==> src/rtl/eb_skp_delete_ctrl.sv <==
// Write-side SKP ordered-set controller for the RX elastic buffer: 5-stage delay line with 4-symbol SKP deletion.
// Optional statistics counters (del_cnt/err_cnt) are built only when EB_SKP_STATS_EN is defined.
module eb_skp_delete_ctrl #(
    parameter int unsigned MIN_SKP    = 4,
    parameter int unsigned CNT_WIDTH  = 5,
    parameter int unsigned STAT_WIDTH = 16
) (
    input  logic                  rx_clk,
    input  logic                  rx_rst,
    input  logic                  LTSSM_rst,
    input  logic                  rx_valid,
    input  logic [7:0]            rx_data,
    input  logic                  rx_os_start,
    input  logic                  SKP_remv_rqst,
    output logic                  write_en,
    output logic [7:0]            wdata,
    output logic                  skp_del,
    output logic                  skp_err,
    output logic [STAT_WIDTH-1:0] del_cnt,
    output logic [STAT_WIDTH-1:0] err_cnt
);

    typedef enum logic [1:0] {IDLE, SKP_RUN, SKP_TAIL} state_t;

    typedef struct packed {
        logic       valid;
        logic [7:0] data;
        logic       is_skp;
    } stage_t;

    localparam logic [7:0]           SKP_SYM = 8'hAA;
    localparam logic [7:0]           SKP_END = 8'hE1;
    localparam logic [CNT_WIDTH-1:0] DEL_MIN = CNT_WIDTH'(MIN_SKP + 4);

    state_t               state;
    logic [CNT_WIDTH-1:0] cnt;
    logic [1:0]           tail;
    stage_t               s0, s1, s2, s3;

    logic is_aa, is_end, run_byte, entry, skp_in, stages_skp, do_del, bad;

    always_comb begin
        is_aa      = (rx_data == SKP_SYM);
        is_end     = (rx_data == SKP_END);
        run_byte   = rx_valid && (state == SKP_RUN);
        entry      = rx_valid && (state == IDLE) && rx_os_start && is_aa;
        skp_in     = entry || (run_byte && is_aa);
        stages_skp = s0.valid && s0.is_skp && s1.valid && s1.is_skp &&
                     s2.valid && s2.is_skp && s3.valid && s3.is_skp;
        // The four stages hold the last four SKP symbols when SKP_END is at the input.
        do_del     = run_byte && is_end && SKP_remv_rqst && (cnt >= DEL_MIN) && stages_skp;
        bad        = run_byte && !is_aa && !is_end;
    end

    always_ff @(posedge rx_clk) begin
        if (rx_rst || LTSSM_rst) begin
            s0       <= '0;
            s1       <= '0;
            s2       <= '0;
            s3       <= '0;
            write_en <= 1'b0;
            wdata    <= '0;
            skp_del  <= 1'b0;
            skp_err  <= 1'b0;
            state    <= IDLE;
            cnt      <= '0;
            tail     <= '0;
        end else begin
            write_en <= s3.valid && !do_del;
            wdata    <= s3.data;
            s3       <= s2;
            s2       <= s1;
            s1       <= s0;
            s0       <= {rx_valid, rx_data, skp_in};
            skp_del  <= do_del;
            skp_err  <= bad;
            if (do_del) begin
                s3.valid <= 1'b0;
                s2.valid <= 1'b0;
                s1.valid <= 1'b0;
            end

            case (state)
                IDLE: begin
                    if (entry) begin
                        state <= SKP_RUN;
                        cnt   <= CNT_WIDTH'(1);
                    end
                end
                SKP_RUN: begin
                    if (rx_valid) begin
                        if (is_aa) begin
                            if (cnt != '1)
                                cnt <= cnt + 1'b1;
                        end else if (is_end) begin
                            state <= SKP_TAIL;
                            tail  <= 2'd3;
                        end else begin
                            state <= IDLE;
                        end
                    end
                end
                SKP_TAIL: begin
                    if (rx_valid) begin
                        tail <= tail - 1'b1;
                        if (tail == 2'd1)
                            state <= IDLE;
                    end
                end
                default: state <= IDLE;
            endcase
        end
    end

`ifdef EB_SKP_STATS_EN
    always_ff @(posedge rx_clk) begin
        if (rx_rst) begin
            del_cnt <= '0;
            err_cnt <= '0;
        end else begin
            if (skp_del && (del_cnt != '1))
                del_cnt <= del_cnt + 1'b1;
            if (skp_err && (err_cnt != '1))
                err_cnt <= err_cnt + 1'b1;
        end
    end
`else
    assign del_cnt = '0;
    assign err_cnt = '0;
`endif

endmodule
==> config.mk <==
export PLATFORM = sky130hd
export DESIGN_NAME = eb_skp_delete_ctrl
export DESIGN_NICKNAME = d
export VERILOG_FILES = /design/src/rtl/eb_skp_delete_ctrl.sv
export SDC_FILE = /design/constraint.sdc
export NUM_CORES = 1
export LEC_CHECK = 0
export CORE_MARGIN = 2
export CORE_UTILIZATION = 40
export CTS_BUF_LIST = sky130_fd_sc_hd__clkbuf_4 sky130_fd_sc_hd__clkbuf_8 sky130_fd_sc_hd__clkbuf_16
export DETAILED_ROUTE_END_ITERATION = 10
export GPL_ROUTABILITY_DRIVEN = 0
export GPL_TIMING_DRIVEN = 0
export PLACE_DENSITY_LB_ADDON = 0.3
export SLEW_MARGIN = 20
export SYNTH_ARGS = -nofsm -noshare
export SYNTH_HDL_FRONTEND = slang
export SYNTH_SLANG_ARGS = --single-unit
==> constraint.sdc <==
create_clock -name rx_clk -period 2.3 [get_ports rx_clk]
set_input_delay 0.46 -clock rx_clk [delete_from_list [all_inputs] [get_ports rx_clk]]
set_output_delay 0.46 -clock rx_clk [all_outputs]
set_load 0.02 [all_outputs]
Word level (Yosys, flattened, before mapping)
Index checks and enable logic that the tools add are counted.
- output and inout bits: 43
- bits in writable memories: 0
- bits in latches: 0
- memories kept: 0
- ROM bits: 0
- register bits after elaboration: 60
- word-level logic and storage cells: 84
- bits of input ports: 14
- shifts and indexed selects: 0
- div/mod/pow operators: 0
- mux-type cells: 17
- eq/ne operators: 14
- reduce and logical (&&, ||, !) cells: 31
- multipliers: 0
- $lt $le $gt $ge: 1
- add/subtract/negate cells: 2
- bitwise gates (word level): 0
- operators with widths (kind ; count):
    2-bit two-way mux ; 10
    5-bit two-way mux ; 4
    1-bit logical AND ; 19
    8-bit == test, second input constant ; 2
    5-bit AND reduction ; 3
    2-bit != test, second input constant ; 7
    5-bit one-hot mux with 2 select lines ; 1
    2-bit one-hot mux with 3 select lines ; 1
    5-bit by 1-bit adder with 5-bit output, second input constant ; 1
    5-bit by 4-bit greater-or-equal comparator with 1-bit output, second input constant ; 1
    5-bit != test, second input constant ; 1
    2-bit by 1-bit == test with 1-bit output, second input constant ; 2
    2-bit one-hot mux with 2 select lines ; 1
    2-bit nonzero test ; 2
    1-bit zero test ; 3
    2-bit == test, second input constant ; 1
    2-bit zero test ; 1
    1-bit logical OR ; 2
    2-bit by 1-bit != test with 1-bit output, second input constant ; 1
    2-bit OR reduction ; 1
    2-bit by 1-bit subtractor with 2-bit output, second input constant ; 1

Logic depth before layout (Yosys ltp)
Gate-level depths: netlist (run 1).
- word-level depth: 10
- mapped depth: 7

Least setup slack after synthesis (run 1)
No wires, ideal clock.
- path kind: flip-flop to flip-flop
- start point: register cnt[0]
- end point: register cnt[3]
- period minus slack after synthesis: 1.860 ns
- cell stages (with the launch flop): 8
- path buffers: 0
- slack: 0.440 ns
- arrival time: 1.790 ns
- cell sequence: dfxtp_1 ha_1 and3_1 ha_1 a21boi_2 nand4_4 or4_1 a21oi_1
- longest elaborated chain between the ends: 5
- elaborated cells on any way between the ends: 8
- RTL lines (element ; line ; text):
    from (decl) ; 36 ; logic [CNT_WIDTH-1:0] cnt;
    from (signal assigned) ; 94 ; cnt <= cnt + 1'b1;
    5-bit by 1-bit adder with 5-bit output ; 94 ;
    5-bit two-way mux ; 93 ; if (cnt != '1)
    5-bit two-way mux ; 92 ; if (is_aa) begin
    5-bit two-way mux ; 91 ; if (rx_valid) begin
    5-bit one-hot mux with 2 select lines ; 83 ; case (state)
Several ways; a longest one is shown, not always the timed one. The select of a mux whose other input is x is not followed.
A chain may end at the register's enable or synchronous reset.

Final worst setup path (run 1)
Same ends and word-level chain as after synthesis.

==> results of run 1 <==
==> per-stage QoR <==
step | hold WS [ns] | instance area, sq um | total power, mW
after floorplan | 0.406 | 2300 | 1.19
after detailed placement | 0.410 | 2630 | 1.23
final | 0.421 | 2850 | 2.24
after global routing | 0.433 | 2850 | 2.32
after CTS | 0.423 | 2850 | 2.26
after global placement | 0.408 | 2630 | 1.23
==> layout by cell type, fill, tap and decap left out, types with 4 or more instances in the layout <==
cell type / n
and2_1: 50
conb_1: 32
nand2_1: 4
clkbuf_1: 5
clkbuf_8: 9
nor2_1: 6
clkdlybuf4s50_1: 24
dfxtp_1: 60
buf_4: 33
a21oi_1: 7
==> worst paths after layout <==
check / slack (ns) / from / end
max: 0.30 / cnt[0] / cnt[3]
min: 0.42 / s1[5] / s2[5]
max reg2reg: 0.30 / cnt[0] / cnt[3]
min reg2reg: 0.42 / s1[5] / s2[5]
==> metal layers <==
layer	GRT usage, %	part of all wire (%)
met1	12.9	46
met2	17.2	44
met3	5.35	8.1
met4	6.25	2.3
met5	0	0
==> power by group through the flow <==
stage / Clock, mW / Combinational, mW / Sequential (mW)
2_1_floorplan: 0 / 0.116 / 1.07
3_3_place_gp: 0 / 0.150 / 1.07
3_5_place_dp: 0 / 0.151 / 1.08
4_1_cts: 1.06 / 0.152 / 1.05
5_1_grt: 1.10 / 0.166 / 1.05
6_report: 1.04 / 0.153 / 1.05
==> kinds of logic (layout without fill, tap and decap cells) <==
kind of cell	Yosys count	count (layout)	share of synthesized area [%]
AOI/OAI and AO/OA	17	17	5.16
adders and majority gates	3	3	1.72
buffers and inverters	40	80	12.6
DFF	60	60	55.1
muxes	3	3	1.38
other	1	32	0.172
and+or+nand+nor	81	81	23.9
==> flip-flops by register name (all words and copies together), names as in the netlist <==
name	cells
skp_err	1
s3	10
state	2
write_en	1
s0	10
wdata	8
skp_del	1
tail	2
s1	10
s2	10
cnt	5
==> layout make-up <==
cell class,count,area share (%)
Buffer,38,9.36
Clock buffer,9,4.35
Clock inverter,7,3.47
Inverter,2,0.264
Multi-Input combinational cell,136,28.9
Sequential cell,60,42.2
Tap cell,70,3.08
Timing Repair Buffer,24,8.44
==> run summary, run 1 <==
status -> completed
Final Setup Violations -> 0
Slew Limit Headroom -> 63.6%
Place WS -> 0.122 ns
Die X-Extent -> 77.8 um
final period utilization -> 87.1%
starting density of the core -> 42.2%
first-pass GRT wire length -> 5.20 mm
cts hold-fix bufs -> 0
CTS tree -> yes
post-synth top area cell -> dfxtp_1
CTS Buf Count -> 9
Final #Nets -> 288
Site Rows -> 26
Post-Route WL -> 3.17 mm
Top delay family on crit path -> simple AND/OR/NAND/NOR gates
number of synthesized register bits -> 60
f_max -> 0.499 GHz
root buffer cell -> clkbuf_8
CP Launch Type -> register
Largest stage delay, worst path -> 0.49 ns
sequential area share after synthesis -> 55.1%
Worst Path Required -> 2.56 ns
Sw Ratio -> 22.6%
clock latency on the worst-skew pair -> 0.33 ns
worst setup margin -> 0.297 ns
Core Util, Final -> 55.1%
Die Ht -> 77.8 um
final hold vios -> 0
hold path depth -> 1
peak supply drop -> 0.448 mV
Core ar. -> 5170 sq um
count leader, synth -> dfxtp_1
Avg WL per Cell -> 9.16 um
Total GRT Usage -> 11.3%
Worst R2R Path Depth -> 7
Most used DFF post-synth -> dfxtp_1
die footprint -> 6060 sq um
Post-synth EDFFs -> 0
most used cell, CP -> ha_1
Layout area overhead -> 30.6%
IO Count -> 57
ranking of synthesized cells by area -> dfxtp_1, and2_1, buf_4
vias in the first global route -> 1172
Psw -> 0.507 mW
Leakage -> 1.27 nW
Iter 0 DRT Violations -> 45
Avg Cell Area, Syn -> 10.6 sq um
largest net degree at the start of global routing -> 13
HPWL after DPL -> 2.31 mm
Worst Path Buf+Inv -> 0
Yosys cell types -> 32
Non-Filler Instances -> 346
Vias/cell -> 3.92
post-route clock skew -> 0.00645 ns
Int Power -> 1.74 mW
Setup Buffers After CTS -> 0
Inst Count DP -> 330
Detail Route Antenna Nets -> 0
htree depth -> 3
pwr dens -> 788 nW/um^2
post-layout min period -> 2.00 ns
critical path depth in cells -> 7
Tightest Pin Transition -> 0.543 ns
Synth Instances -> 205
n_diodes -> 0
worst hold path type -> reg -> reg
WS Path Type -> reg -> reg
multi-input logic area -> 822 sq um
TritonCTS Sinks -> 60
Remaining DRCs -> 0
synth cell count leaders -> dfxtp_1, and2_1, buf_4
yosys warns -> 0
Synth top area share -> 55.1%
worst path cell trace -> ha_1 -> and3_1 -> ha_1 -> a21boi_2 -> nand4_4 -> or4_1 -> a21oi_1
post-CTS sizing -> 0
Syn Std Cell Area -> 2180 sq um
critical path's slowest cell -> or4_1
unrepaired setup endpoints after global routing -> no
Max clock buf depth -> 2
Critical Path Fanout Max -> 5
Seq pwr share -> 46.9%
GR Overflow Total -> 0
DR vias -> 1357
initial antenna violation count -> 0
# port buffers -> 24
Comb pwr share -> 6.8%
Slew Limit Fails -> 0
crit path capture type -> register
Worst EP arrival -> 2.27 ns
maxcap violations -> 0
clock transition at the registers of the reported paths -> 0.07 ns
Fillers -> 457
FFs w/ async S/R, synth -> 0%
layout cells sized above 1 -> 21.0%
total iterations of the first detailed-routing run -> 3
setup TNS -> 0 ns
Reg area -> 1200 sq um
Clk pwr share -> 46.3%
No activity file was read; power rests on OpenSTA's default activity.
==> run 2: changes to the inputs <==
==> constraint.sdc (replaced) <==
create_clock -name rx_clk -period 2.5 [get_ports rx_clk]
set_input_delay 0.5 -clock rx_clk [delete_from_list [all_inputs] [get_ports rx_clk]]
set_output_delay 0.5 -clock rx_clk [all_outputs]
set_load 0.02 [all_outputs]
==> results of run 2 <==
Same layout as run 1 (identical final DEF). Status: completed.
Among the figures that moved: setup slack after placement 0.122 ns -> 0.282 ns; setup slack after layout 0.297 ns -> 0.497 ns; register-to-register setup slack 0.30 ns -> 0.50 ns; total power 2.24 mW -> 2.06 mW; worst IR drop on VDD 0.448 mV -> 0.412 mV
